==> src/rtl/tlb_op_unit_pkg.sv <==
// Shared encodings for the TLB maintenance sequencer: op codes, FSM states, probe result layout.
// Optional feature macro used by this slice: TLB_WIRED_EN (Wired register / Random lower bound).
package tlb_op_unit_pkg;

  localparam logic [1:0] TLBOP_P  = 2'd0;
  localparam logic [1:0] TLBOP_R  = 2'd1;
  localparam logic [1:0] TLBOP_WI = 2'd2;
  localparam logic [1:0] TLBOP_WR = 2'd3;

  localparam logic [1:0] ST_IDLE  = 2'd0;
  localparam logic [1:0] ST_WRITE = 2'd1;
  localparam logic [1:0] ST_READ  = 2'd2;
  localparam logic [1:0] ST_PROBE = 2'd3;

  localparam int          PROBE_P_BIT = 31;
  localparam logic [31:0] PROBE_MISS  = 32'b1 << PROBE_P_BIT;

endpackage

==> src/rtl/tlb_random.sv <==
// CP0 Random counter: free-running down-counter over [Wired, ENTRIES-1].
// With TLB_WIRED_EN undefined the Wired register is absent and the range is [0, ENTRIES-1].
module tlb_random
  import tlb_op_unit_pkg::*;
#(
  parameter int ENTRIES = 32,
  parameter int IDX_W   = $clog2(ENTRIES)
) (
  input  logic             clk,
  input  logic             resetn,
  input  logic [IDX_W-1:0] wired_in,
  input  logic             wired_wen,
  output logic [IDX_W-1:0] random_out
);

  localparam logic [IDX_W-1:0] TOP = IDX_W'(ENTRIES - 1);

`ifdef TLB_WIRED_EN
  logic [IDX_W-1:0] wired_q;

  // Reaching or sitting below Wired reloads, which also covers Wired > ENTRIES-1.
  always_ff @(posedge clk or negedge resetn) begin
    if (!resetn) begin
      wired_q    <= '0;
      random_out <= TOP;
    end else if (wired_wen) begin
      wired_q    <= wired_in;
      random_out <= TOP;
    end else if (random_out <= wired_q) begin
      random_out <= TOP;
    end else begin
      random_out <= random_out - IDX_W'(1);
    end
  end
`else
  logic unused_wired;
  assign unused_wired = ^{wired_in, wired_wen};

  always_ff @(posedge clk or negedge resetn) begin
    if (!resetn) begin
      random_out <= TOP;
    end else if (random_out == '0) begin
      random_out <= TOP;
    end else begin
      random_out <= random_out - IDX_W'(1);
    end
  end
`endif

endmodule

==> src/rtl/tlb_op_unit.sv <==
// Sequencer for TLBP/TLBR/TLBWI/TLBWR against a single-ported TLB array; probe is a serial scan.
// Define TLB_WIRED_EN to enable the Wired register in the Random counter.
module tlb_op_unit
  import tlb_op_unit_pkg::*;
#(
  parameter int ENTRIES = 32,
  parameter int IDX_W   = $clog2(ENTRIES)
) (
  input  logic             clk,
  input  logic             resetn,
  input  logic             req,
  input  logic [1:0]       op,
  output logic             ready,
  output logic             done,
  input  logic [IDX_W-1:0] index_in,
  input  logic [31:0]      entryhi_in,
  input  logic [31:0]      entrylo0_in,
  input  logic [31:0]      entrylo1_in,
  input  logic [11:0]      pagemask_in,
  input  logic [IDX_W-1:0] wired_in,
  input  logic             wired_wen,
  output logic [IDX_W-1:0] random_out,
  output logic [31:0]      probe_index,
  output logic [31:0]      rd_entryhi,
  output logic [31:0]      rd_entrylo0,
  output logic [31:0]      rd_entrylo1,
  output logic [11:0]      rd_pagemask,
  output logic             tlb_wen,
  output logic [5:0]       tlb_idx,
  output logic [11:0]      tlb_mask,
  output logic [31:0]      tlb_entryhi,
  output logic [31:0]      tlb_entrylo0,
  output logic [31:0]      tlb_entrylo1,
  output logic [IDX_W-1:0] tlb_ridx,
  input  logic [11:0]      tlb_rmask,
  input  logic [31:0]      tlb_rentryhi,
  input  logic [31:0]      tlb_rentrylo0,
  input  logic [31:0]      tlb_rentrylo1
);

  logic [1:0]       state;
  logic [IDX_W-1:0] idx_q;
  logic [IDX_W-1:0] scan_q;
  logic [31:0]      hi_q;
  logic [31:0]      lo0_q;
  logic [31:0]      lo1_q;
  logic [11:0]      mask_q;
  logic [18:0]      vpn_keep;
  logic             probe_hit;
  logic             scan_last;
  logic             unused_rhi;

  tlb_random #(.ENTRIES(ENTRIES), .IDX_W(IDX_W)) u_random (
    .clk        (clk),
    .resetn     (resetn),
    .wired_in   (wired_in),
    .wired_wen  (wired_wen),
    .random_out (random_out)
  );

  // PageMask covers VPN2 bits [24:13]; the upper seven VPN2 bits always take part.
  assign vpn_keep  = ~{7'b0, tlb_rmask};
  assign probe_hit = ((hi_q[31:13] & vpn_keep) == (tlb_rentryhi[31:13] & vpn_keep)) &&
                     (tlb_rentrylo0[0] || (tlb_rentryhi[7:0] == hi_q[7:0]));
  assign scan_last = (scan_q == IDX_W'(ENTRIES - 1));

  assign ready        = (state == ST_IDLE);
  assign tlb_wen      = (state == ST_WRITE);
  assign done         = (state == ST_WRITE) || (state == ST_READ) ||
                        ((state == ST_PROBE) && (probe_hit || scan_last));
  assign tlb_idx      = 6'(idx_q);
  assign tlb_mask     = mask_q;
  assign tlb_entryhi  = hi_q;
  assign tlb_entrylo0 = lo0_q;
  assign tlb_entrylo1 = lo1_q;
  assign tlb_ridx     = (state == ST_PROBE) ? scan_q : idx_q;
  assign unused_rhi   = ^tlb_rentryhi[12:8];

  always_ff @(posedge clk or negedge resetn) begin
    if (!resetn) begin
      state       <= ST_IDLE;
      idx_q       <= '0;
      scan_q      <= '0;
      hi_q        <= '0;
      lo0_q       <= '0;
      lo1_q       <= '0;
      mask_q      <= '0;
      probe_index <= '0;
      rd_entryhi  <= '0;
      rd_entrylo0 <= '0;
      rd_entrylo1 <= '0;
      rd_pagemask <= '0;
    end else begin
      case (state)
        ST_IDLE: begin
          if (req) begin
            hi_q   <= entryhi_in;
            lo0_q  <= entrylo0_in;
            lo1_q  <= entrylo1_in;
            mask_q <= pagemask_in;
            scan_q <= '0;
            case (op)
              TLBOP_P:  state <= ST_PROBE;
              TLBOP_R:  begin idx_q <= index_in;   state <= ST_READ;  end
              TLBOP_WI: begin idx_q <= index_in;   state <= ST_WRITE; end
              default:  begin idx_q <= random_out; state <= ST_WRITE; end
            endcase
          end
        end
        ST_WRITE: state <= ST_IDLE;
        ST_READ: begin
          rd_entryhi  <= {tlb_rentryhi[31:13], 5'b0, tlb_rentryhi[7:0]};
          rd_entrylo0 <= tlb_rentrylo0;
          rd_entrylo1 <= tlb_rentrylo1;
          rd_pagemask <= tlb_rmask;
          state       <= ST_IDLE;
        end
        ST_PROBE: begin
          if (probe_hit) begin
            probe_index <= 32'(scan_q);
            state       <= ST_IDLE;
          end else if (scan_last) begin
            probe_index <= PROBE_MISS;
            state       <= ST_IDLE;
          end else begin
            scan_q <= scan_q + IDX_W'(1);
          end
        end
      endcase
    end
  end

endmodule

==> config.mk <==
export PLATFORM = sky130hd
export DESIGN_NAME = tlb_op_unit
export DESIGN_NICKNAME = d
export VERILOG_FILES = /design/src/rtl/tlb_op_unit_pkg.sv /design/src/rtl/tlb_random.sv /design/src/rtl/tlb_op_unit.sv
export SDC_FILE = /design/constraint.sdc
export NUM_CORES = 1
export LEC_CHECK = 0
export BUFFER_PORTS_ARGS = -buffer_cell sky130_fd_sc_hd__clkbuf_2
export CAP_MARGIN = 40
export CORE_AREA = 2 2 194 196
export DETAILED_ROUTE_END_ITERATION = 8
export DIE_AREA = 0 0 196 198
export SYNTH_ARGS = -nofsm -noshare
export SYNTH_HDL_FRONTEND = slang
export SYNTH_SLANG_ARGS = --single-unit
export TNS_END_PERCENT = 1
==> constraint.sdc <==
create_clock -name clk -period 3 [get_ports clk]
set_clock_uncertainty 0.2 [all_clocks]
set_input_delay 0.3 -clock clk [delete_from_list [all_inputs] [get_ports clk]]
set_output_delay 0.3 -clock clk [all_outputs]
set_load 0.05 [all_outputs]
==> summary.md <==
| Metric | Value |
|---|---|
| Synth Warn # | 0 |
| Synth top area cells | dfrtp_1 (60%), mux2_2 (25%), buf_4 (2.5%) |
| Worst-path maximum fanout | 8 |
| Top cell type's share of synthesized area | 59.8% |
| Actual slew at the worst max-slew pin | 0.697 ns |
| Leading post-synthesis cells by instance count | dfrtp_1 (229), mux2_2 (217), buf_4 (32), xnor2_1 (21), clkbuf_1 (20) |
| Crit-path max cell delay | 0.53 ns |
| Critical path's slowest cell | dlygate4sd3_1 |
| PwrDens | 1270 nW/µm² |
| Ports | 499 |
| Seq/Total Area, Yosys | 61.2% |
| CTS Buf Count | 26 |
| Root buffer cell | clkbuf_16 |
| 1st-iter DRT viols | 183 |
| DIE HEIGHT | 198 µm |
| Cell Chain, Critical Path | dlygate4sd3_1, clkbuf_2, xnor2_1, o22ai_1, nor4_4, buf_4, a41o_4, or2_2, buf_8 |
| CTS H-tree lvls | 1 |
| Total Neg Setup Slack | 0 ns |
| Cell taking the most area after synthesis | dfrtp_1 |
| Number of global-route vias before repair | 8062 |
| CTS tree | built |
| CP endpoint | done |
| Flops & latches, synth | 234 |
| WL per Instance | 16.0 µm |
| Distinct cells, synth | 42 |
| Area Overhead vs Synth | 61.6% |
| VDD IR max | 0.000848 V |
| Most used DFF post-synth | dfrtp_1 |
| Worst slew margin | 53.5% |
| Final Critical Period | 2.93 ns |
| Via density | 4.19 |
| Worst reg2reg startpoint | tlb_entryhi[6]$_DFFE_PN0P_ |
| GRT Overall Usage | 14.3% |
| Top-count cell post-synth | dfrtp_1 |
| Pin count of the biggest net entering global routing | 104 |
| Dpl ws | 0.461 ns |
| Final Worst Setup Slack | 0.0743 ns |
| Die area | 38800 µm² |
| Syn Area/Cell | 15.1 µm² |
| Hold depth | 4 |
| Hold Path Class | input port to register |
| Die Wd | 196 µm |
| Via count | 7606 |
| Hold_ws | 0.0573 ns |
| Max cap viols | 0 |
| Crit path depth | 9 |
| Clock-pin slew on the worst setup and hold paths | 0.06 ns |
| Startpoint Class | input port |
| CP Data Required Time | 2.50 ns |
| FF-to-FF setup slack | 0.75 ns |
| Setup crit start | tlb_rentryhi[17] |
| Cells on worst reg2reg path | 6 |
| Final setup violation count | 0 |
| Site Rows | 71 |
| CTS sink count | 234 |
| Tot Pwr | 19.7 mW |
| Crit path DAT | 2.43 ns |
| Final hold violations | 0 |
| GPL Wtd Cong | 0.784 |
| First-pass GRT wire length | 44.0 mm |
| Setup CP Type | input port to output pin |
| CP top delay family | buffers and inverters |
| R2r endpoint | scan_q[0]$_DFFE_PN0P_ |
| CORE AREA | 37000 µm² |
| Starting density of the core | 25.9% |
| Outcome | complete, no violations |
| Fmax | 342 MHz |
| Nature of the critical path endpoint | output pin |
| P_leak | 7.47 nW |
| Final Max Slew Viols | 0 |
| CP Buf/Inv Count | 4 |
| FFs w/ async S/R, synth | 100% |
| RSZ-0062 raised after global routing | no |
| Port bufs | 455 |
| Synth Cell Area | 9580 µm² |
| HPWL after DPL | 19.5 mm |
| Final wirelength | 28.9 mm |
| EDFF count, synth | 0 |
| Fraction of layout cells with a size suffix above 1 | 55.3% |
| DRC Markers | 0 |
| Post-Synthesis Cells | 636 |
| Drt pass-1 iters | 6 |
| Final worst path period share | 97.5% |
| Total grt overflow | 0 |
| Initial antenna violation count | 0 |
| Clock Latency Late Sink | 0.53 ns |
| Antenna-violating nets left | 0 |
| Worst-case clock buffer depth | 3 |
| Final-stage net count | 1566 |
[cell type report]
type                    count  area, µm²
flip-flops and latches    234       5860
diodes                      1       2.50
inverters                  13       48.8
fillers                  3371      21500
repair buffers            686       4640
clock buffers              38        767
clock inverters             6       83.8
well taps                 474        593
multi-input cells         362       3500
[worst min-delay path: cells and delay by family]
kind | cells | cell delay, ns
AO/OA/AOI/OAI | 1 | 0.06
AND/OR/NAND/NOR | 1 | 0.11
buffers and inverters | 1 | 0.12
adder cells (fa/ha/maj) | 1 | 0.15
[kinds of logic (layout without fill, tap and decap cells)]
family          after synthesis  count (layout)  synth area share [%]
flops                       234             234                  61.2
mux                         223             223                  26.1
buf+inv                      71             743                  4.06
simple gates                 37              37                  2.27
compound gates               31              31                  2.35
xor+xnor                     28              28                  2.56
fa+ha+maj                    11              11                  1.44
other cells                   1              33                0.0391
[cells in the final DEF (no fill, tap or decap), types with 8 or more instances in the layout]
master / instances
clkbuf_2: 453
buf_4: 9
clkbuf_16: 27
mux2_2: 217
nand2_1: 9
ha_1: 9
xnor2_1: 20
dlygate4sd3_1: 217
dfrtp_1: 228
conb_1: 32
o21ai_0: 8
inv_1: 13
[power by group]
| part | switching (mW) | internal (mW) | leakage (nW) | total [mW] |
|---|---|---|---|---|
| logic | 7.76 | 3.11 | 4.31 | 10.9 |
| registers | 0.931 | 4.70 | 2.74 | 5.63 |
| clock network | 1.27 | 1.93 | 0.420 | 3.20 |
[registers in the layout, indices dropped and copies added (netlist names)]
register             flops
rd_pagemask             12
tlb_entryhi             32
u_random.random_out      5
state                    2
tlb_mask                12
tlb_entrylo1            32
probe_index              6
rd_entrylo0             32
tlb_entrylo0            32
rd_entrylo1             32
idx_q                    5
scan_q                   5
rd_entryhi              27
[metrics by stage]
stage / instance area [µm²] / instances / util (%)
floorplan: 9700 / 667 / -
global route: 15500 / 1813 / 41.9
finish: 15500 / 1814 / 41.9
CTS: 15500 / 1813 / 41.9
global placement: 12400 / 1550 / 33.6
detailed placement: 12400 / 1550 / 33.6
[timing repair]
action	in CTS	in global routing
endpoints found under the hold margin	289	0
gates cloned	0	0
gates resized for setup	5	3
setup buffers	2	0
pin swaps	1	1
endpoints found under the setup margin	1	1
hold buffers	217	0
[how the worst min path moves through the flow]
stage                       from                            to  slack [ns]
final                      op[0]          state[0]$_DFFE_PN0P_        0.06
after global routing       op[0]          state[1]$_DFFE_PN0P_        0.09
after CTS                  op[0]          state[0]$_DFFE_PN0P_        0.02
after detailed placement  resetn  tlb_entrylo1[12]$_DFFE_PN0P_        0.15
after global placement    resetn  tlb_entrylo1[12]$_DFFE_PN0P_        0.15
after floorplan           resetn          idx_q[0]$_DFFE_PN0P_       -0.20
[metal layers]
| metal | GRT usage [%] | part of all wire (%) | up-vias | wire, µm |
|---|---|---|---|---|
| met5 | 0 | 0 | - | 0 |
| met3 | 3.88 | 7.3 | 62 | 2100 |
| met4 | 5.58 | 3.2 | 0 | 932 |
| met2 | 25.2 | 51 | 316 | 14700 |
| met1 | 16.5 | 39 | 3688 | 11200 |
| li1 | - | - | 3540 | - |
(Power assumes the default switching activity.)
